--- config.mk ---
export PLATFORM = sky130hd
export DESIGN_NAME = program_memory
export DESIGN_NICKNAME = d
export VERILOG_FILES = /design/src/rtl/program_memory_pkg.sv /design/src/rtl/program_memory_ram_sync.sv /design/src/rtl/program_memory.sv
export SDC_FILE = /design/constraint.sdc
export NUM_CORES = 1
export LEC_CHECK = 0
export ABC_AREA = 1
export CAP_MARGIN = 0
export CORE_MARGIN = 1.5
export CORE_UTILIZATION = 35
export CTS_CLUSTER_DIAMETER = 150
export DETAILED_ROUTE_END_ITERATION = 10
export GPL_TIMING_DRIVEN = 0
export MAX_ROUTING_LAYER = met4
export SLEW_MARGIN = 20
export SYNTH_ARGS = -nofsm -noshare
export SYNTH_HDL_FRONTEND = slang
export SYNTH_SLANG_ARGS = --single-unit
--- constraint.sdc ---
create_clock -name clk -period 3.6 [get_ports clk]
set_input_delay 0.54 -clock clk [delete_from_list [all_inputs] [get_ports clk]]
set_output_delay 0.54 -clock clk [all_outputs]
set_load 0.02 [all_outputs]
--- src/rtl/program_memory_pkg.sv ---
// Shared definitions for the program memory block: loader state encoding,
// default boot base address and the CPU opcodes used to assemble programs.
package program_memory_pkg;

  typedef enum logic [1:0] {
    ST_LOAD    = 2'd0,
    ST_RELEASE = 2'd1,
    ST_RUN     = 2'd2
  } state_t;

  // First word written by the boot loader; also the CPU start PC.
  localparam int BOOT_BASE_DEFAULT = 8;

  // CPU opcodes (top nibble of an instruction word).
  localparam logic [3:0] OP_MOV = 4'h0;
  localparam logic [3:0] OP_IN  = 4'h7;
  localparam logic [3:0] OP_OUT = 4'h8;

  // Build a 16-bit instruction word from opcode and operand field.
  function automatic logic [15:0] asm_word(input logic [3:0] op, input logic [11:0] operand);
    return {op, operand};
  endfunction

endpackage

--- src/rtl/program_memory_ram_sync.sv ---
// Single-port synchronous RAM: registered read, read-before-write on a
// same-address write, read register cleared by reset and held when re=0.
module ram_sync #(
  parameter int ADDR_WIDTH = 6,
  parameter int DATA_WIDTH = 16
) (
  input  logic                  clk,
  input  logic                  rst_n,
  input  logic                  we,
  input  logic                  re,
  input  logic [ADDR_WIDTH-1:0] addr,
  input  logic [DATA_WIDTH-1:0] wdata,
  output logic [DATA_WIDTH-1:0] rdata
);

  logic [DATA_WIDTH-1:0] mem [2**ADDR_WIDTH];

  // Array write port.
  // NOTE: the storage array is deliberately left without reset so it maps onto
  // RAM macros; only the read register below is cleared.
  always_ff @(posedge clk) begin
    if (we) begin
      mem[addr] <= wdata;
    end
  end

  // Registered read port.
  // NOTE: non-blocking assignments mean this samples mem[addr] before the write
  // above lands, which is exactly the read-before-write behaviour we want.
  always_ff @(posedge clk or negedge rst_n) begin
    if (!rst_n) begin
      rdata <= '0;
    end else if (re) begin
      rdata <= mem[addr];
    end
  end

endmodule

--- src/rtl/program_memory.sv ---
// Program memory: boot loader streams a program into RAM from BOOT_BASE up,
// then releases the CPU from reset and hands the RAM port to the CPU.
module program_memory
  import program_memory_pkg::*;
#(
  parameter int ADDR_WIDTH = 6,
  parameter int DATA_WIDTH = 16,
  parameter int BOOT_BASE  = BOOT_BASE_DEFAULT
) (
  input  logic                  clk,
  input  logic                  rst_n,
  input  logic                  we,
  input  logic [ADDR_WIDTH-1:0] addr,
  input  logic [DATA_WIDTH-1:0] data,
  output logic [DATA_WIDTH-1:0] out,
  input  logic                  boot_valid,
  input  logic [DATA_WIDTH-1:0] boot_data,
  input  logic                  boot_last,
  output logic                  boot_ready,
  output logic                  cpu_rst_n,
  output logic                  loaded
);

  localparam logic [ADDR_WIDTH-1:0] BASE_ADDR = ADDR_WIDTH'(BOOT_BASE);
  localparam logic [ADDR_WIDTH-1:0] TOP_ADDR  = '1;

  state_t                state_q, state_d;
  logic [ADDR_WIDTH-1:0] load_addr_q;
  logic                  xfer;
  logic                  ram_we, ram_re;
  logic [ADDR_WIDTH-1:0] ram_addr;
  logic [DATA_WIDTH-1:0] ram_wdata;

  // Next state, handshake and RAM port mux between loader and CPU.
  // NOTE: every output gets a default first so no path can infer a latch.
  always_comb begin
    state_d    = state_q;
    boot_ready = 1'b0;
    loaded     = 1'b0;
    xfer       = 1'b0;
    ram_we     = 1'b0;
    ram_re     = 1'b0;
    ram_addr   = addr;
    ram_wdata  = data;
    case (state_q)
      ST_LOAD: begin
        boot_ready = 1'b1;
        xfer       = boot_valid;
        ram_we     = boot_valid;
        ram_addr   = load_addr_q;
        ram_wdata  = boot_data;
        // The top word ends the load: no wrap into the low addresses.
        if (boot_valid && (boot_last || load_addr_q == TOP_ADDR)) begin
          state_d = ST_RELEASE;
        end
      end
      ST_RELEASE: begin
        state_d = ST_RUN;
      end
      ST_RUN: begin
        loaded = 1'b1;
        ram_we = we;
        ram_re = 1'b1;
      end
      default: begin
        state_d = ST_LOAD;
      end
    endcase
  end

  // State register and CPU reset flop; cpu_rst_n rises together with RUN.
  always_ff @(posedge clk or negedge rst_n) begin
    if (!rst_n) begin
      state_q   <= ST_LOAD;
      cpu_rst_n <= 1'b0;
    end else begin
      state_q   <= state_d;
      cpu_rst_n <= (state_d == ST_RUN);
    end
  end

  // Boot write pointer, advanced on every accepted word.
  always_ff @(posedge clk or negedge rst_n) begin
    if (!rst_n) begin
      load_addr_q <= BASE_ADDR;
    end else if (xfer) begin
      load_addr_q <= load_addr_q + 1'b1;
    end
  end

  ram_sync #(
    .ADDR_WIDTH(ADDR_WIDTH),
    .DATA_WIDTH(DATA_WIDTH)
  ) u_ram (
    .clk  (clk),
    .rst_n(rst_n),
    .we   (ram_we),
    .re   (ram_re),
    .addr (ram_addr),
    .wdata(ram_wdata),
    .rdata(out)
  );

endmodule

* After elaboration in Yosys (flattened, before gate mapping)
Memory sizes are Yosys's and may differ from the RTL's. A register that Yosys moved wholly into a read port is not among the register bits.
Cells that the tools add are included.
** Cells by class
- Add/subtract/negate cells :: 1
- Equal/unequal tests :: 4
- Mux-type cells :: 10
- Reductions and logical operators :: 4
** Operators with widths (count)
- $mux W16 :: 1
- $add A6 B1 Y6 const B :: 1
- $eq A6 B6 Y1 const B :: 1
- $mux W6 :: 1
- $pmux W2 S3 :: 1
- $mux W1 :: 5
- $eq A2 B2 Y1 const B :: 2
- $eq A2 B1 Y1 const B :: 1
- $logic_not A2 Y1 :: 1
- $mux W2 :: 1
- $pmux W1 S2 :: 1
- $logic_and A1 B1 Y1 :: 1
- $logic_not A1 Y1 :: 1
- $logic_or A1 B1 Y1 :: 1
** Storage, ports and cells
- Flip-flop bits (word level) :: 9
- Bits in writable memories :: 1024
- Logic and storage cells :: 23
- Memories kept :: 1
** Memories
- u_ram.mem :: words 64, bits a word 16, read ports 1, clocked after memory_dff 1, write ports 1, RTL line program_memory_ram_sync.sv:16 : logic [DATA_WIDTH-1:0] mem [2**ADDR_WIDTH];

* Depth between registers and ports, before layout
- Depth after elaboration :: 6
- Gate-level depth with buffers :: 17
- Depth with buffers taken out :: 14

* Modules after synthesis
From an unflattened synthesis, not the netlist that was laid out.
** Second synthesis, totals
- Cells, all modules :: 4442
- Area, all modules :: 44734.2 um^2
** By module, submodules not included
- ram_sync :: instances 1, cells each 4325, area an instance 44039.7 um^2, seq. area each 31149.9 um^2
- program_memory :: instances 1, cells each 117, area an instance 694.4 um^2, seq. area each 201.4 um^2

* Worst setup path after synthesis
OpenSTA, ideal clock, no wires.
- Path kind :: register to register
- From :: register, netlist name cpu_rst_n
- To :: memory u_ram.mem[56][0], enable pin
- Arrival time :: 2.667 ns
- Slack :: 0.545 ns
- Cell stages (with the launch flop) :: 13
- Buffers on the path :: 3
- Cell sequence :: dfrtp_1 -> inv_1 -> ha_1 -> buf_6 -> inv_4 -> buf_6 -> nand2_2 -> nand2_4 -> nand2_4 -> nor2_4 -> buf_2 -> inv_1 -> nor2_1
** RTL lines (RTL line)
- end: declaration :: program_memory_ram_sync.sv:16

* Final worst setup path
- From :: register state_q[0]
- To :: memory u_ram.mem[46][8], enable pin
** On the way
- Cells in the longest elaborated chain, start to end :: 4
** RTL lines
- start: declaration :: RTL line program_memory.sv:27 : state_t state_q, state_d;
- start signal: assignment :: RTL line program_memory.sv:77 : state_q <= state_d;
- $eq A2 B2 Y1 / $logic_not A2 Y1 (equally long branches) :: RTL line program_memory.sv:45 : case (state_q)
- $pmux W1 S2 :: RTL line program_memory.sv:45
- $mux W1 :: RTL line program_memory_ram_sync.sv:22 : if (we) begin
- $mux W1 (implied by the code) :: RTL line program_memory_ram_sync.sv:23 : mem[addr] <= wdata;
Parallel ways exist; a longest one is shown, timed or not.

==> run_results.csv <==
group,metric,value,unit
die,core,128000,um2
place,place_area,49000,um2
power,p_comb_frac,0.445,
routing,drt-pass1-iter-count,8,
worst_setup_path,crit_buf_inv,4,
yosys,synth-edff-count,1024,
timing,min_period,3690,ps
cells_and_area,diodes,0,
timing,fin_skew,41.2,ps
cells_and_area,final_net_count,4547,
clocking,cts_htree_levels,3,
routing,avgRoutedWirePerCell,22.2,um
worst_setup_path,path_cells,"inv_1 -> ha_1 -> buf_6 -> buf_6 -> nand2_1 -> nand2_1 -> nand3_2 -> nor2_2 -> buf_6",
worst_setup_path,critPathCaptureType,"register",
timing,finalMaxSlewViolations,0,
die,dieArea,131000,um2
cells_and_area,multi_input_area,9960,um2
timing,fin_crit_sh,1.02,
yosys,synthesis.area,45100,um2
place,port-buffer-count,61,
cells_and_area,drive_gt1_frac,0.122,
clocking,cts.clk_slew.worst_paths,60,ps
status,failed_checks,"setup timing",
global_routing,grt_remaining_overflow,0,
global_routing,grt_pass1_vias,28500,
timing,finalSetupViolCount,231,
yosys,synthArstFlopShare,0.0229,
yosys,ys_seq_elements,1048,
cells_and_area,fin_util,0.415,
power,power_density,906,nW/um2
routing,drtAntennaViolNets,0,
yosys,syn_inst,4231,
clocking,cts.sinks,1048,
yosys,avgSynthCellArea,10.7,um2
yosys,syn_nets,4278,
power,p_sw,21.4,mW
yosys,yosys_warnings,0,
timing,finalHoldViolCount,0,
worst_setup_path,cpPeakStageDelay,690,ps
power,clock_power_share,0.220,
global_routing,antenna_found_initial,5,
yosys,seq_area_frac_synth,0.695,
worst_setup_path,worstPathMaxFanout,13,
worst_setup_path,cpLargestDelayFamily,"simple AND/OR/NAND/NOR gates",
die,die_width,362,um
die,chipHeight,362,um
worst_setup_path,crit_arrival,4070,ps
cells_and_area,final-seq-area,31400,um2
die,rows,131,
job,drv_cap,0,
timing,relSlewSlack,0.309,
clocking,cts_max_path_buffers,3,
worst_setup_path,start_kind,"register",
clocking,worstSkewPairLatency,710,ps
worst_setup_path,cpMostUsedCell,"buf_6",
timing,worst_slack,-86.6,ps
power,p_leak,22.2,nW
power,seqPwrFrac,0.335,
routing,drc_errors,0,
global_routing,track_usage,0.216,
global_routing,grt_pass1_wl,198000,um
routing,drtIter0Drc,3831,
yosys,synth_cell_types,31,
routing,drt_wl_total,139000,um
cells_and_area,areaGrowthSynthToFinish,17.5,%
clocking,cts_buffers,107,
cells_and_area,fin_area,53000,um2
timing,max_freq,0.271,GHz
die,start_util,0.353,
worst_hold_path,min_path_type,"input port to async pin",
routing,vias_per_cell,4.91,
yosys,yosys_most_used_dff,"edfxtp_1",
cells_and_area,fillCellCount,11900,
worst_setup_path,worstPathRequired,3980,ps
place,dp_hpwl,96500,um
power,p_sw_frac,0.445,
worst_setup_path,cp_slowest_cell,"nand3_2",
worst_setup_path,critPathKind,"register to register",
power,finalPower,48.0,mW
global_routing,grt_start_max_net_pins,65,
power,internal_power,26.7,mW
status,status,"complete, but fails checks",
die,io_pins,62,
timing,tightest_slew,1040,ps
clocking,root_buffer,"clkbuf_16",
place,gp_congestion,0.946,
clocking,cts_tree,"built",
routing,vias,30700,
timing,rsz0062_at_grt,"true",
power,vdd_drop_max,0.673,mV
-- stage by stage --
step | hold WS [ps] | setup TNS (ps) | std cells | setup WS, ps
6_report | 379 | -9740 | 6254 | -86.6
5_1_grt | 445 | -33840 | 6254 | -163
4_1_cts | 360 | -990 | 6245 | -42.8
3_5_place_dp | 499 | -452710 | 6018 | -658
3_3_place_gp | 495 | -1557600 | 5954 | -1360
2_1_floorplan | 244 | 0 | 4231 | 545
-- metal layers --
metal  wire (um)  up-vias  part of all wire  global-route usage
met5           0        -                 0                   -
met4        5490        0             0.039              0.0826
met3       13300      267             0.096              0.0401
met2       64200     1470              0.46               0.338
met1       56100    14800              0.40               0.280
li1            -    14200                 -                   -
-- state kept, by name (all words and copies together), names as in the netlist --
signal       cells
cpu_rst_n        1
load_addr_q      6
state_q          1
u_ram.mem     1024
u_ram.rdata     16
-- worst paths after layout --
kind	start	end	slack, ps	cells past startpoint
max	state_q[0]	u_ram.mem[46][8]	-90	9
min	rst_n	load_addr_q[0]	380	2
max reg2reg	state_q[0]	u_ram.mem[46][8]	-90	9
min reg2reg	load_addr_q[3]	load_addr_q[3]	510	2
max in group asynchronous	rst_n	u_ram.rdata[8]	2790	2
min in group clk	boot_last	state_q[0]	460	3
-- area by class of cell --
| type | count | area share |
|---|---|---|
| inverter | 886 | 0.0629 |
| timing repair buffer | 160 | 0.0371 |
| tap | 1662 | 0.0392 |
| sequential | 1048 | 0.591 |
| clock buffer | 131 | 0.0526 |
| clock inverter | 70 | 0.00928 |
| buffer | 188 | 0.0195 |
| multi-input combinational | 2109 | 0.188 |
-- placed cells by master (no fill, tap or decap), types with 3 or more instances in the layout --
| cell | instances |
|---|---|
| nor2_1 | 141 |
| nand4_1 | 11 |
| clkinv_1 | 29 |
| clkdlybuf4s50_1 | 60 |
| nand2_1 | 1214 |
| edfxtp_1 | 1024 |
| dfrtp_1 | 23 |
| clkinv_2 | 27 |
| clkbuf_16 | 108 |
| clkbuf_1 | 32 |
| buf_2 | 140 |
| nand3_2 | 8 |
| nor2_4 | 51 |
| ha_1 | 4 |
| buf_8 | 13 |
| o211ai_1 | 172 |
| inv_2 | 4 |
| o21ai_1 | 76 |
| buf_4 | 53 |
| nand3_1 | 352 |
| nand2_4 | 20 |
| or2_2 | 16 |
| inv_4 | 3 |
| nor3_4 | 4 |
| nor2_2 | 20 |
| xor2_1 | 4 |
| buf_12 | 27 |
| nand2_2 | 4 |
| clkinv_8 | 3 |
| inv_1 | 879 |
| a21oi_1 | 3 |
| clkinvlp_4 | 3 |
| bufinv_16 | 5 |
| buf_6 | 40 |
-- cells in the mapped netlist, types with 11 or more instances --
master | instances | area, um2
o211ai_1 | 172 | 1290
nor2_1 | 205 | 769
buf_4 | 33 | 248
o21ai_1 | 78 | 390
dfrtp_1 | 23 | 576
nand2_1 | 1230 | 4620
edfxtp_1 | 1024 | 30700
inv_1 | 879 | 3300
nand4_1 | 11 | 68.8
buf_2 | 141 | 706
nand3_1 | 360 | 1800
or2_2 | 16 | 100
-- kinds of logic after synthesis --
group | Yosys count | synth area share
AND/OR/NAND/NOR | 1845 | 0.168
flip-flops | 1048 | 0.695
XOR/XNOR | 4 | 0.000777
adder cells (fa/ha/maj) | 4 | 0.00111
buffers and inverters | 1074 | 0.0967
AO/OA/AOI/OAI | 256 | 0.0382
-- power by group through the flow --
stage	combinational [mW]	clock (mW)	sequential [mW]
after detailed placement	20.7	0	16.3
final	21.4	10.6	16.1
after floorplan	10.7	0	16.5
after global placement	19.8	0	16.8
after global routing	22.6	11.1	16.1
after CTS	20.9	10.7	16.1
-- timing repair --
action	4_1_cts	5_1_grt
pin swaps	15	5
hold endpoints to repair	23	0
setup buffers	25	9
gates resized for setup	31	18
cloned	0	0
endpoints found under the setup margin	960	519
hold buffers	1	0
(Power assumes the default switching activity.)
